File: src/rtl/mem_port_arbiter_if.sv
`timescale 1ns/1ps
`default_nettype none
// ============================================================================
// mem_port_arbiter_if : requester, memory and status bundle of mem_port_arbiter
// Rev 1.0
// ============================================================================
interface mem_port_arbiter_if #(
  parameter int AW = 32,
  parameter int DW = 32
);
  logic          if_req;
  logic [AW-1:0] if_addr;
  logic [DW-1:0] if_rdata;
  logic          if_ready;
  logic          mm_req;
  logic          mm_we;
  logic [AW-1:0] mm_addr;
  logic [DW-1:0] mm_wdata;
  logic [DW-1:0] mm_rdata;
  logic          mm_ready;
  logic          mem_en;
  logic          mem_we;
  logic [AW-1:0] mem_addr;
  logic [DW-1:0] mem_wdata;
  logic [DW-1:0] mem_rdata;
  logic          pipe_stall;
  logic [31:0]   stat_if_wait;
  logic [31:0]   stat_mm_wait;
  logic [31:0]   stat_conflict;

  modport master (
    input  if_req, if_addr, mm_req, mm_we, mm_addr, mm_wdata, mem_rdata,
    output if_rdata, if_ready, mm_rdata, mm_ready,
           mem_en, mem_we, mem_addr, mem_wdata,
           pipe_stall, stat_if_wait, stat_mm_wait, stat_conflict
  );

  modport slave (
    output if_req, if_addr, mm_req, mm_we, mm_addr, mm_wdata, mem_rdata,
    input  if_rdata, if_ready, mm_rdata, mm_ready,
           mem_en, mem_we, mem_addr, mem_wdata,
           pipe_stall, stat_if_wait, stat_mm_wait, stat_conflict
  );
endinterface
`default_nettype wire

File: src/rtl/mem_port_arbiter.sv
`timescale 1ns/1ps
`default_nettype none
// ============================================================================
// mem_port_arbiter : IF/MM arbiter for one fixed-latency memory; optional
// wait/conflict counters under MEM_ARB_STATS_EN.   Rev 1.0
// ============================================================================
module mem_port_arbiter #(
  parameter int MEM_LAT = 2,
  parameter int AW      = 32,
  parameter int DW      = 32
) (
  input  wire logic          clk,
  input  wire logic          rst_n,
  mem_port_arbiter_if.master bus
);

  typedef enum logic [1:0] {
    IDLE = 2'd0,
    BUSY = 2'd1,
    RESP = 2'd2
  } state_t;

  typedef enum logic {
    OWN_IF = 1'b0,
    OWN_MM = 1'b1
  } owner_t;

  localparam logic [3:0] CNT_INIT = 4'(MEM_LAT - 1);

  state_t        state_q, state_d;
  owner_t        owner_q, owner_d;
  logic [3:0]    cnt_q, cnt_d;
  logic [AW-1:0] addr_q, addr_d;
  logic          we_q, we_d;
  logic [DW-1:0] wdata_q, wdata_d;
  logic [DW-1:0] if_rdata_q, if_rdata_d;
  logic [DW-1:0] mm_rdata_q, mm_rdata_d;

  logic if_ready, mm_ready;
  logic if_elig, mm_elig;
  logic arb_en;

  // The requester being readied this cycle is not eligible again until next cycle.
  always_comb begin
    if_ready = (state_q == RESP) && (owner_q == OWN_IF);
    mm_ready = (state_q == RESP) && (owner_q == OWN_MM);
    if_elig  = bus.if_req & ~if_ready;
    mm_elig  = bus.mm_req & ~mm_ready;
    arb_en   = (state_q == IDLE) || (state_q == RESP);
  end

  always_comb begin
    state_d    = state_q;
    owner_d    = owner_q;
    cnt_d      = cnt_q;
    addr_d     = addr_q;
    we_d       = we_q;
    wdata_d    = wdata_q;
    if_rdata_d = if_rdata_q;
    mm_rdata_d = mm_rdata_q;
    case (state_q)
      BUSY: begin
        if (cnt_q != 4'd0) begin
          cnt_d = cnt_q - 4'd1;
        end else begin
          if (!we_q) begin
            if (owner_q == OWN_MM) mm_rdata_d = bus.mem_rdata;
            else                   if_rdata_d = bus.mem_rdata;
          end
          state_d = RESP;
        end
      end
      default: begin
        // MM holds the older instruction, so it wins ties.
        state_d = IDLE;
        if (mm_elig) begin
          owner_d = OWN_MM;
          addr_d  = bus.mm_addr;
          we_d    = bus.mm_we;
          wdata_d = bus.mm_wdata;
          cnt_d   = CNT_INIT;
          state_d = BUSY;
        end else if (if_elig) begin
          owner_d = OWN_IF;
          addr_d  = bus.if_addr;
          we_d    = 1'b0;
          cnt_d   = CNT_INIT;
          state_d = BUSY;
        end
      end
    endcase
  end

  always_ff @(posedge clk) begin
    if (!rst_n) begin
      state_q    <= IDLE;
      owner_q    <= OWN_IF;
      cnt_q      <= 4'd0;
      addr_q     <= '0;
      we_q       <= 1'b0;
      wdata_q    <= '0;
      if_rdata_q <= '0;
      mm_rdata_q <= '0;
    end else begin
      state_q    <= state_d;
      owner_q    <= owner_d;
      cnt_q      <= cnt_d;
      addr_q     <= addr_d;
      we_q       <= we_d;
      wdata_q    <= wdata_d;
      if_rdata_q <= if_rdata_d;
      mm_rdata_q <= mm_rdata_d;
    end
  end

  assign bus.if_ready   = if_ready;
  assign bus.mm_ready   = mm_ready;
  assign bus.if_rdata   = if_rdata_q;
  assign bus.mm_rdata   = mm_rdata_q;
  assign bus.mem_en     = (state_q == BUSY);
  assign bus.mem_we     = (state_q == BUSY) & we_q;
  assign bus.mem_addr   = addr_q;
  assign bus.mem_wdata  = wdata_q;
  assign bus.pipe_stall = if_elig | mm_elig;

`ifdef MEM_ARB_STATS_EN
  logic [31:0] stat_if_wait_q, stat_if_wait_d;
  logic [31:0] stat_mm_wait_q, stat_mm_wait_d;
  logic [31:0] stat_conflict_q, stat_conflict_d;

  always_comb begin
    stat_if_wait_d  = stat_if_wait_q + 32'(if_elig);
    stat_mm_wait_d  = stat_mm_wait_q + 32'(mm_elig);
    stat_conflict_d = stat_conflict_q + 32'(arb_en & if_elig & mm_elig);
  end

  always_ff @(posedge clk) begin
    if (!rst_n) begin
      stat_if_wait_q  <= 32'd0;
      stat_mm_wait_q  <= 32'd0;
      stat_conflict_q <= 32'd0;
    end else begin
      stat_if_wait_q  <= stat_if_wait_d;
      stat_mm_wait_q  <= stat_mm_wait_d;
      stat_conflict_q <= stat_conflict_d;
    end
  end

  assign bus.stat_if_wait  = stat_if_wait_q;
  assign bus.stat_mm_wait  = stat_mm_wait_q;
  assign bus.stat_conflict = stat_conflict_q;
`else
  logic unused_arb_en;
  assign unused_arb_en     = arb_en;
  assign bus.stat_if_wait  = 32'd0;
  assign bus.stat_mm_wait  = 32'd0;
  assign bus.stat_conflict = 32'd0;
`endif

endmodule
`default_nettype wire

File: src/flat_wrapper.sv
// flat-port wrapper written by rule: the top's interface ports become plain ports
module mem_port_arbiter_flat 
#(
  parameter int MEM_LAT = 2,
  parameter int AW      = 32,
  parameter int DW      = 32
)
  (clk, rst_n, bus_if_req, bus_if_addr, bus_mm_req, bus_mm_we, bus_mm_addr, bus_mm_wdata, bus_mem_rdata, bus_if_rdata, bus_if_ready, bus_mm_rdata, bus_mm_ready, bus_mem_en, bus_mem_we, bus_mem_addr, bus_mem_wdata, bus_pipe_stall, bus_stat_if_wait, bus_stat_mm_wait, bus_stat_conflict);
  mem_port_arbiter_if #(.AW(AW), .DW(DW)) bus_i ();
  input  wire logic clk;
  input  wire logic rst_n;
  input wire logic [$bits(bus_i.if_req)-1:0] bus_if_req;
  input wire logic [$bits(bus_i.if_addr)-1:0] bus_if_addr;
  input wire logic [$bits(bus_i.mm_req)-1:0] bus_mm_req;
  input wire logic [$bits(bus_i.mm_we)-1:0] bus_mm_we;
  input wire logic [$bits(bus_i.mm_addr)-1:0] bus_mm_addr;
  input wire logic [$bits(bus_i.mm_wdata)-1:0] bus_mm_wdata;
  input wire logic [$bits(bus_i.mem_rdata)-1:0] bus_mem_rdata;
  output wire logic [$bits(bus_i.if_rdata)-1:0] bus_if_rdata;
  output wire logic [$bits(bus_i.if_ready)-1:0] bus_if_ready;
  output wire logic [$bits(bus_i.mm_rdata)-1:0] bus_mm_rdata;
  output wire logic [$bits(bus_i.mm_ready)-1:0] bus_mm_ready;
  output wire logic [$bits(bus_i.mem_en)-1:0] bus_mem_en;
  output wire logic [$bits(bus_i.mem_we)-1:0] bus_mem_we;
  output wire logic [$bits(bus_i.mem_addr)-1:0] bus_mem_addr;
  output wire logic [$bits(bus_i.mem_wdata)-1:0] bus_mem_wdata;
  output wire logic [$bits(bus_i.pipe_stall)-1:0] bus_pipe_stall;
  output wire logic [$bits(bus_i.stat_if_wait)-1:0] bus_stat_if_wait;
  output wire logic [$bits(bus_i.stat_mm_wait)-1:0] bus_stat_mm_wait;
  output wire logic [$bits(bus_i.stat_conflict)-1:0] bus_stat_conflict;
  assign bus_i.if_req = bus_if_req;
  assign bus_i.if_addr = bus_if_addr;
  assign bus_i.mm_req = bus_mm_req;
  assign bus_i.mm_we = bus_mm_we;
  assign bus_i.mm_addr = bus_mm_addr;
  assign bus_i.mm_wdata = bus_mm_wdata;
  assign bus_i.mem_rdata = bus_mem_rdata;
  assign bus_if_rdata = bus_i.if_rdata;
  assign bus_if_ready = bus_i.if_ready;
  assign bus_mm_rdata = bus_i.mm_rdata;
  assign bus_mm_ready = bus_i.mm_ready;
  assign bus_mem_en = bus_i.mem_en;
  assign bus_mem_we = bus_i.mem_we;
  assign bus_mem_addr = bus_i.mem_addr;
  assign bus_mem_wdata = bus_i.mem_wdata;
  assign bus_pipe_stall = bus_i.pipe_stall;
  assign bus_stat_if_wait = bus_i.stat_if_wait;
  assign bus_stat_mm_wait = bus_i.stat_mm_wait;
  assign bus_stat_conflict = bus_i.stat_conflict;
  mem_port_arbiter #(.MEM_LAT(MEM_LAT), .AW(AW), .DW(DW)) u_core (.clk(clk), .rst_n(rst_n), .bus(bus_i));
endmodule
File: config.mk
export PLATFORM = sky130hd
export DESIGN_NAME = mem_port_arbiter_flat
export DESIGN_NICKNAME = d
export VERILOG_FILES = /design/src/rtl/mem_port_arbiter_if.sv /design/src/rtl/mem_port_arbiter.sv /design/src/flat_wrapper.sv
export SDC_FILE = /design/constraint.sdc
export NUM_CORES = 1
export LEC_CHECK = 0
export ABC_AREA = 1
export BUFFER_PORTS_ARGS = -buffer_cell sky130_fd_sc_hd__buf_2
export CORE_AREA = 3 3 141 143
export CTS_CLUSTER_DIAMETER = 50
export DETAILED_ROUTE_END_ITERATION = 6
export DIE_AREA = 0 0 144 146
export GPL_TIMING_DRIVEN = 0
export HOLD_SLACK_MARGIN = 0.05
export PLACE_DENSITY = 0.69
export SLEW_MARGIN = 0
export SYNTH_ARGS = -nofsm -noshare
export SYNTH_HDL_FRONTEND = slang
export SYNTH_SLANG_ARGS = --single-unit
File: constraint.sdc
create_clock -name clk -period 1.61 [get_ports clk]
set_input_delay 0.2415 -clock clk [delete_from_list [all_inputs] [get_ports clk]]
set_output_delay 0.2415 -clock clk [all_outputs]
set_load 0.05 [all_outputs]
* Word-level counts from Yosys, hierarchy flattened
Index checks and enable logic that the tools add are counted.
W data, S select, Z words.
** Operators by class
- Bitwise operators :: 10
- Reduce and logical (&&, ||, !) cells :: 10
- Muxes and demuxes :: 13
- Equality and inequality tests :: 4
- $add $sub $neg :: 1
** Operators with widths (count)
- $mux W32 :: 2
- $mux W4 :: 4
- $reduce_and A4 Y1 :: 2
- $mux W2 :: 3
- $not A1 Y1 :: 6
- $reduce_and A2 Y1 :: 3
- $mux W1 :: 4
- $reduce_bool A4 Y1 :: 1
- $sub A4 B1 Y4 const B :: 1
- $and A1 B1 Y1 :: 3
- $reduce_bool A3 Y1 :: 1
- $eq A2 B1 Y1 const B :: 1
- $eq A2 B2 Y1 const B :: 1
- $logic_and A1 B1 Y1 :: 2
- $ne A2 B1 Y1 const B :: 1
- $ne A2 B2 Y1 const B :: 1
- $reduce_bool A2 Y1 :: 1
- $or A1 B1 Y1 :: 1
** Word-level totals
- Flip-flop bits (word level) :: 136
- Output and inout port bits :: 229
- Input bits :: 133
- Word-level logic and storage cells :: 46

* Longest topological paths before layout
Gate-level depths: netlist of the first run.
- Depth after elaboration :: 7
- Gate-level depth with buffers :: 10
- Gate-level depth less buffers :: 9

* Worst setup path before layout of the first run
OpenSTA, ideal clock, no wires.
- Path kind :: reg2out
- Start :: register u_core.state_q[1]
- End :: output port bus_mem_we
- Setup slack :: -0.426 ns
- Buffers on the path :: 2
- Arrival time :: 1.795 ns
- Required time :: 1.368 ns
- Stages on the path, launching flop included :: 6
- Cell sequence :: dfxtp_1 nor2_4 inv_2 buf_2 buf_2 nor2_1
** Between the ends
- Longest elaborated chain between the ends :: 2
** Ends and longest elaborated chain
- start, declared :: line mem_port_arbiter.sv:30 : state_t state_q, state_d;
- start signal, assigned :: line mem_port_arbiter.sv:105 : state_q <= state_d;
- $eq A2 B1 Y1
- via bus_mem_en :: line flat_wrapper.sv:23 : output wire logic [$bits(bus_i.mem_en)-1:0] bus_mem_en;
- $and A1 B1 Y1 :: line mem_port_arbiter.sv:121 : assign bus.mem_we = (state_q == BUSY) & we_q;
- end, declared :: line flat_wrapper.sv:24 : output wire logic [$bits(bus_i.mem_we)-1:0] bus_mem_we;
The timed path passes the listed nets, and every way through them passes these cells.

* Worst setup path in the final report of the first run
- Start :: register u_core.cnt_q[1]
- End :: register u_core.if_rdata_q[20] (netlist: u_core.bus.if_rdata[20])
** Between the ends
- Longest elaborated chain between the ends :: 3
** Ends and longest elaborated chain
- start, declared :: line mem_port_arbiter.sv:32 : logic [3:0] cnt_q, cnt_d;
- start signal, assigned :: line mem_port_arbiter.sv:107 : cnt_q <= cnt_d;
- $reduce_bool A4 Y1 :: line mem_port_arbiter.sv:63 : if (cnt_q != 4'd0) begin
- $not A1 Y1 (no line)
- $reduce_and A4 Y1 (no line)
- end signal, assigned :: line mem_port_arbiter.sv:111 : if_rdata_q <= if_rdata_d;
- end, declared :: line mem_port_arbiter.sv:36 : logic [DW-1:0] if_rdata_q, if_rdata_d;
Every way passes these cells.
A chain may end at the register's enable or synchronous reset.

==> impl_summary.md, run 1 <==
Status
The run finished, with violations left. The checks that failed: negative setup slack.

Pwr
The share of total power dissipated in the clock network is 0.338. The power spent charging and discharging nets is 4.31 mW. The share of total power dissipated in sequential elements is 0.340.

For this design the static power due to leakage is 4.71 nW. The largest voltage drop on the vdd net is 744 uV. The power consumption is 11.4 mW. The power per unit of standard cell area is 1270 nW/um^2.

The combinational power share is 0.323. The internal cell power is 7.09 mW. Of the total power, the share spent switching nets is 0.378.

Worst setup path
Measured in cells, the most critical reg-to-reg path has a length of 7. The register-to-register path setup slack is -0.003 ns. In this run the worst path has a maximum fanout of 5. The number of buffers and inverters on the critical path is 1. The most critical setup path has its startpoint at u_core.cnt_q[1]. The signal on the critical path passes through inv_2 > ha_4 > nand2_4 > nor2_4 > nand4_2 > o21ai_0 > a21oi_1. The worst setup path category is flip-flop to flip-flop.

The worst register-to-register path begins at u_core.cnt_q[1]. The kind of cell adding the most delay to the critical path is simple AND/OR/NAND/NOR gates. STA classifies the critical path startpoint as a flip-flop.

The kind of end point of the critical path is a flip-flop. In this run the number of cells on the critical path is 7. The cell with the biggest individual delay on the critical path is sky130_fd_sc_hd__o21ai_0. STA puts the critical path data required time at 1.90 ns. The longest individual stage delay on the worst path is 0.34 ns. Data arrives at the worst endpoint at 1.90 ns.

Logic synthesis
Yosys printed 0 warnings. Of the total synthesized cell area, the portion taken by AND, OR, NAND and NOR gates is 0.216. The compound-cell area share of the yosys netlist is 0.139.

After synthesis, the share of flip-flops with an asynchronous set or reset is 0. The number of synthesized register bits is 136. The count of flip-flops with a built-in enable after synthesis is 0. After synthesis, the share of cell area in mux cells is 0.

The cell count after synthesis is 824. In the post-synthesis netlist, the cell with the most instances is sky130_fd_sc_hd__nand2_1. After synthesis, the most frequently instantiated cells are sky130_fd_sc_hd__nand2_1, sky130_fd_sc_hd__dfxtp_1, sky130_fd_sc_hd__nor2_1, sky130_fd_sc_hd__buf_4, sky130_fd_sc_hd__o21ai_0.

The post-synthesis adder-cell area fraction is 0.00410. The share of the Yosys chip area taken by registers is 0.446. The synthesized-area fraction occupied by xor and xnor cells is 0. The share of synthesized area in the top cell type comes to 0.446.

The mapped cell area is 6100 sq um. Averaged over all synthesized cells, the footprint is 7.41 sq um. The most used flip-flop cell after synthesis is sky130_fd_sc_hd__dfxtp_1. After synthesis, the cell types taking the most area are sky130_fd_sc_hd__dfxtp_1, sky130_fd_sc_hd__buf_4, sky130_fd_sc_hd__nand2_1, sky130_fd_sc_hd__nor2_1, sky130_fd_sc_hd__o21ai_0.

The main combinational cell family by area after synthesis is simple AND/OR/NAND/NOR gates. Yosys mapped the design onto 27 distinct sky130hd cell types. The biggest area consumer among synthesized cells is sky130_fd_sc_hd__dfxtp_1.

Floorplanning
The area of the die is 21,000 sq um. The total core area is 18,700 sq um. The site row count is 50. The initial utilization of the core area, before any placement, comes to 0.326.

362 I/O pins were placed. Measured along the x axis, the die boundary spans 144 microns. The die is 146 microns tall.

CTS
After clock tree synthesis, the clock-pin slew on the worst setup and hold paths is 0.06 ns. The CTS tree is yes. The number of buffers created by CTS is 17.

The clock reaches the later pin of the worst-skew pair after 0.42 ns. For this design, the CTS-stage hold fixing added 0 buffers. The clock root buffer is sky130_fd_sc_hd__clkbuf_16. In this run the deepest clock path goes through 2 buffers. The H-tree was split into 4 levels. The number of sinks handled by clock tree synthesis is 136.

Finish
The final cell utilization of the core is 0.482. The layout-stage area growth over the synthesis result is 47.6%. The fraction of final layout cells with drive strength greater than 1 is 0.387. The final cell count without fillers is 1,460. The net count of the finished layout is 1,348.

The antenna diode instance count is 0. Once layout is done, the placed cells without fillers occupy 9010 sq um.

STA
The top achievable clock speed is 620 MHz. Of the available clock period, the critical path in the final layout requires 1.00. Setup repair after global routing could not meet its margin everywhere.

For the pin with the worst max-slew slack, the measured transition is 0.597 ns. The sum of negative setup slack is -0.00315 ns. The smallest clock period supported by the final layout is computed as 1.61 ns. The final critical-path setup slack is -0.00315 ns.

Setup violations remaining at the end of the flow were counted as 1. The worst slew slack as a fraction of its limit is 0.602. The count of pins over their slew limit was 0.

The largest clock skew in the final design is 0.00932 ns. The number of endpoints with negative hold slack in the final report is 0.

Route
The overall routed net length is 19.5 mm. The detailed-router iteration count before antenna repair is 4. Using the TritonRoute via totals, the vias-per-cell ratio works out to 4.30. In the final routed layout, each cell accounts on average for 13.3 microns.

The number of vias after detailed routing is 6,278. For this run, design rule violations remaining after detail routing come to 0. The detailed router finished its first iteration with 251 violations. In this run the remaining antenna-violating nets after routing total 0.

Run
Across the run, the number of max-cap violations was 0.

Global route
In the global route stage, overall resource usage came out at 0.176. Entering global routing, the biggest net connects 19 pins. For this run the aggregate overflow at the end of global routing stands at 0. The initial antenna violation count is 0.

The via count of the first global-routing pass is 5,723. The first-pass GRT wire length is 29.2 mm.

Place
Summed over all nets, the half-perimeter wirelength after detailed placement is 15.0 mm. After detailed placement, the total cell area comes to 8100 sq um. The global placer's final weighted congestion is 0.857. In this run, placement finished with an instance count of 1,417.

The number of port buffers is 264.

Hold path
The hold path depth is 3. The worst min-delay path class is input pin to flip-flop. The startpoint of the lowest-slack hold path is bus_mem_rdata[22].
[metal layers]
metal | routed length, microns | GRT usage | up-vias
li1 | - | - | 3217
met5 | 0 | 0 | -
met3 | 1490 | 0.0467 | 26
met1 | 7800 | 0.202 | 2800
met4 | 434 | 0.0607 | 0
met2 | 9740 | 0.311 | 235
[cells by family after synthesis]
logic type	Yosys count
AO/OA/AOI/OAI	168
adder cells (fa/ha/maj)	2
buffers and inverters	194
flip-flops	136
other	1
AND/OR/NAND/NOR	323
[layout by cell type, fill, tap and decap left out, types with 2 or more instances in the layout]
cell type                    instances
sky130_fd_sc_hd__nand2_1           138
sky130_fd_sc_hd__bufinv_16           2
sky130_fd_sc_hd__o21ai_0            49
sky130_fd_sc_hd__conb_1             96
sky130_fd_sc_hd__nor2_1            132
sky130_fd_sc_hd__clkinv_2            2
sky130_fd_sc_hd__buf_6              13
sky130_fd_sc_hd__buf_2             275
sky130_fd_sc_hd__clkbuf_8            4
sky130_fd_sc_hd__o21ai_1            43
sky130_fd_sc_hd__o21ai_2             4
sky130_fd_sc_hd__buf_4             109
sky130_fd_sc_hd__nand4_4             2
sky130_fd_sc_hd__inv_2               6
sky130_fd_sc_hd__nand3_2             2
sky130_fd_sc_hd__clkbuf_1           17
sky130_fd_sc_hd__o21ai_4             2
sky130_fd_sc_hd__inv_4               3
sky130_fd_sc_hd__dfxtp_2             4
sky130_fd_sc_hd__buf_12              2
sky130_fd_sc_hd__clkinvlp_4          3
sky130_fd_sc_hd__nand2_2             4
sky130_fd_sc_hd__inv_6               2
sky130_fd_sc_hd__dfxtp_1           131
sky130_fd_sc_hd__nand2_4             2
sky130_fd_sc_hd__clkbuf_16          17
sky130_fd_sc_hd__nor2_4              3
sky130_fd_sc_hd__a21oi_1            68
sky130_fd_sc_hd__inv_1              38
sky130_fd_sc_hd__buf_8               4
sky130_fd_sc_hd__nand3_1            36
[path summary, 6_finish.rpt]
kind | to
worst max-delay path | u_core.bus.if_rdata[20]
worst min-delay path | u_core.bus.mm_rdata[22]
worst max register to register | u_core.bus.if_rdata[20]
worst min register to register | u_core.bus.if_rdata[14]
[timing repair]
item	CTS	global route
setup buffers	5	3
hold endpoints to repair	0	0
gates cloned	4	0
pin swaps	6	4
endpoints found under the setup margin	66	69
gates resized for setup	67	37
[worst register-to-register path, stage by stage, from the launching register on]
cell and delay (ns):
sky130_fd_sc_hd__dfxtp_2 0.32, sky130_fd_sc_hd__inv_2 0.09, sky130_fd_sc_hd__ha_4 0.15, sky130_fd_sc_hd__nand2_4 0.05
sky130_fd_sc_hd__nor2_4 0.20, sky130_fd_sc_hd__nand4_2 0.27, sky130_fd_sc_hd__o21ai_0 0.34, sky130_fd_sc_hd__a21oi_1 0.09
[state kept, by name (all words and copies together), names as in the netlist]
name / count
u_core.state_q: 2
u_core.bus.mem_wdata: 32
u_core.we_q: 1
u_core.owner_q: 1
u_core.bus.mem_addr: 32
u_core.bus.mm_rdata: 32
u_core.bus.if_rdata: 32
u_core.cnt_q: 4
[area by class of cell]
cell class | count | area (sq um)
inverters | 47 | 184
plain buffers | 146 | 1070
clock inverters | 10 | 119
well taps | 234 | 293
repair buffers | 275 | 1460
fillers | 1882 | 9700
multi-input cells | 590 | 2680
clock buffers | 22 | 464
flip-flops and latches | 136 | 2730
[power groups by stage]
stage               logic (mW)  registers, mW  clock network (mW)
finish                    3.68           3.87                3.85
detailed placement        3.46           3.93                   0
global placement          3.45           3.92                   0
global route              3.94           3.91                4.07
floorplan                 1.60           5.01                   0
CTS                       3.64           3.87                3.93
[per-stage QoR]
step | hold slack [ns] | setup slack (ns)
floorplan | 0.406 | -0.00825
global placement | 0.429 | -0.423
detailed placement | 0.435 | -0.443
CTS | 0.0756 | -0.0582
global route | 0.0809 | -0.0614
finish | 0.0890 | -0.00315
(Power assumes the default switching activity.)
==> run 2: changes to the inputs <==
BUFFER_PORTS_ARGS = -buffer_cell sky130_fd_sc_hd__buf_4   (was -buffer_cell sky130_fd_sc_hd__buf_2)
==> impl_summary.md, run 2 (synthesis gave the netlist of run 1 again) <==
Run
The max-capacitance violation count came to 0 (unchanged).

Route
The number of vias after detailed routing is 6,250 (-0.45%). The mean number of vias per cell was 4.29 (-0.24%). The detailed-router iteration count before antenna repair is 4 (unchanged). The DRC violations left is 0 (unchanged). The mean routed wirelength per cell came to 13.6 microns (+1.8%). The overall routed net length is 19.8 mm (+1.6%). The starting DRC count in detailed routing is 184 (-27%). The number of nets with antenna violations after routing is 0 (unchanged).

Floorplanning
The die outline width came to 144 microns (unchanged). The total core area is 18,700 sq um (unchanged). The area of the die is 21,000 sq um (unchanged).

The number of ports placed on the die boundary is 362 (unchanged). The die boundary height is 146 microns (unchanged). The starting utilization of the core area came to 0.326 (unchanged). The site row count is 50 (unchanged).

Worst setup path
STA classifies the critical path endpoint as an output port. The count of cells along the worst register-to-register path is 9 (+2). The worst register-to-register path begins at u_core.cnt_q[0]. The maximum fanout count along the critical path is 5 (unchanged).

The arrival time of data at the critical path endpoint came to 1.32 ns (-0.58 ns). The data required time of the critical path is 1.37 ns (-0.53 ns). The register-to-register path setup slack is 0.05 ns (+0.06 ns).

The worst setup path category is flip-flop to output port. The startpoint type of the worst setup path is a flip-flop. The worst register-to-register path ends at u_core.bus.if_rdata[22].

Finish
In the layout the commonest cells are sky130_fd_sc_hd__buf_4, sky130_fd_sc_hd__nand2_1, sky130_fd_sc_hd__nor2_1. The antenna diode instance count is 0 (unchanged). Leaving out fill and tap cells, the most frequent cell in the layout is sky130_fd_sc_hd__buf_4. The layout-stage area growth over the synthesis result is 56.8%. The footprint of the multi-input gates came to 2660 sq um (-0.75%). The fraction of final layout cells with drive strength greater than 1 is 0.389 (+0.00177). The number of nets at the end of the flow came to 1,345 (-0.22%). The area taken by flip-flops and latches was 2730 sq um (about the same). The number of filler cells placed in the layout is 1,835 (-2.5%). The final cell utilization of the core is 0.512 (+0.0300).

Place
The minimum setup slack after placement came to -0.473 ns (-0.0299 ns). The global placer's final weighted congestion is 0.877 (+2.3%). The number of port buffers is 264 (unchanged).

The HPWL after detailed placement is 15.6 mm (+3.9%).

Global route
The via count of the first global-routing pass is 5,706 (-0.30%). The all-layer global routing usage was 0.177 (+0.00106). The maximum number of pins on one net before global-route repair is 19 (unchanged). The initial antenna violation count is 0 (unchanged). The first-pass GRT wire length is 29.5 mm (+0.94%).

The sum of overflow across all layers after global routing is 0 (unchanged).

STA
The count of final setup violators is 0 (-1). The worst slew slack as a fraction of its limit is 0.621 (+0.0196). The final critical-path setup slack is 0.0533 ns (+0.0565 ns). The share of the clock period used by the worst path after layout is 0.967 (-0.0351). The largest clock skew in the final design is 0.0108 ns (+0.00149 ns).

The top achievable clock speed came to 642 MHz (+3.6%). The count of pins over their slew limit was 0 (unchanged). The number of endpoints with negative hold slack in the final report came to 0 (unchanged). Setup repair after global routing could not meet its margin everywhere. The transition at the pin with the smallest max-transition slack is 0.568 ns (-0.0294 ns).

The final critical path time including I/O delays and setup is 1.56 ns (-0.0565 ns).

CTS
The clock insertion delay at the later pin of the skew report is 0.42 ns (about the same). The number of sinks handled by clock tree synthesis was 136 (unchanged). The level count of the clock H-tree is 4 (unchanged). The clock root buffer is sky130_fd_sc_hd__clkbuf_16. The number of buffers added to fix hold violations after cts is 0 (unchanged).

The clock-pin slew of the registers on the worst-case setup and hold paths is 0.06 ns (about the same). The number of buffers on the longest clock path is 2 (unchanged). The CTS tree is yes.

The number of buffers created by CTS came to 17 (unchanged).

Hold path
The path class of the tightest hold or removal check is input pin to flip-flop. The path with the worst hold slack has its endpoint at u_core.bus.mm_rdata[3]. The hold path depth was 3 (unchanged). The startpoint identified for the worst hold timing path is bus_mem_rdata[3].

Pwr
The power consumption came to 11.5 mW (+0.64%). The standby leakage power is 4.80 nW (+1.8%). The power per unit of standard cell area came to 1200 nW/um^2 (-5.3%).

The largest voltage drop on the vdd net is 703 uV (-5.6%).

Status
The run finished with clean final reports.
## run 2: cell count changes in the layout (fill, tap and decap cells not counted), moves of 5 or more
cell / delta
sky130_fd_sc_hd__buf_2: -265
sky130_fd_sc_hd__o21ai_0: +9
sky130_fd_sc_hd__o21ai_1: -8
sky130_fd_sc_hd__a21oi_1: -5
sky130_fd_sc_hd__a21oi_2: +5
sky130_fd_sc_hd__buf_4: +261
## run 2: area by class of cell
type | instances | area share
inverters | 47 | 0.0192
flip-flops and latches | 136 | 0.286
well taps | 234 | 0.0306
plain buffers | 145 | 0.111
repair buffers | 274 | 0.217
clock buffers | 19 | 0.0452
multi-input cells | 589 | 0.278
clock inverters | 13 | 0.0129
## run 2: metal layers
layer / routed length [microns] / global-route usage / vias up
met2: 9980 / 0.311 / 237
met4: 292 / 0.0541 / 0
li1: - / - / 3207
met3: 1640 / 0.0503 / 23
met1: 7860 / 0.205 / 2783
met5: 0 / 0 / -
## run 2: worst max path at each step
stage	from	endpoint	slack, ns
detailed placement	u_core.cnt_q[0]	u_core.bus.if_rdata[17]	-0.47
finish	u_core.state_q[0]	bus_mem_en	0.05
floorplan	u_core.state_q[0]	bus_mem_we	-0.008
global placement	u_core.cnt_q[0]	u_core.bus.if_rdata[17]	-0.42
global route	u_core.cnt_q[0]	u_core.bus.if_rdata[22]	-0.009
CTS	u_core.cnt_q[1]	u_core.bus.mm_rdata[13]	-0.02
## run 2: critical path, cell delays in order, from the launching register on
cell and delay, ns:
sky130_fd_sc_hd__dfxtp_2 0.34, sky130_fd_sc_hd__inv_4 0.05, sky130_fd_sc_hd__nor2_4 0.13, sky130_fd_sc_hd__buf_4 0.18, sky130_fd_sc_hd__buf_4 0.21
## run 2: what timing repair did
action / 4_1_cts / 5_1_grt
setup endpoints to repair: 64 / 82
setup buffers: 7 / 3
gates resized for setup: 47 / 38
endpoints found under the hold margin: 0 / 0
pin swaps: 5 / 5
## run 2: where the power goes
group	leakage, nW	internal [mW]	switching, mW
registers	1.12	3.70	0.176
clock network	0.269	2.14	1.56
logic	3.41	1.25	2.65
## run 2: through the flow
| stage | area [sq um] | instances | setup TNS [ns] | hold WS, ns |
|---|---|---|---|---|
| floorplan | 6480 | 919 | -0.00825 | 0.406 |
| global placement | 8760 | 1417 | -7.59 | 0.431 |
| detailed placement | 8760 | 1417 | -10.45 | 0.438 |
| CTS | 9480 | 1455 | -0.0194 | 0.0695 |
| global route | 9570 | 1457 | -0.0234 | 0.0879 |
| finish | 9570 | 1457 | 0 | 0.0849 |
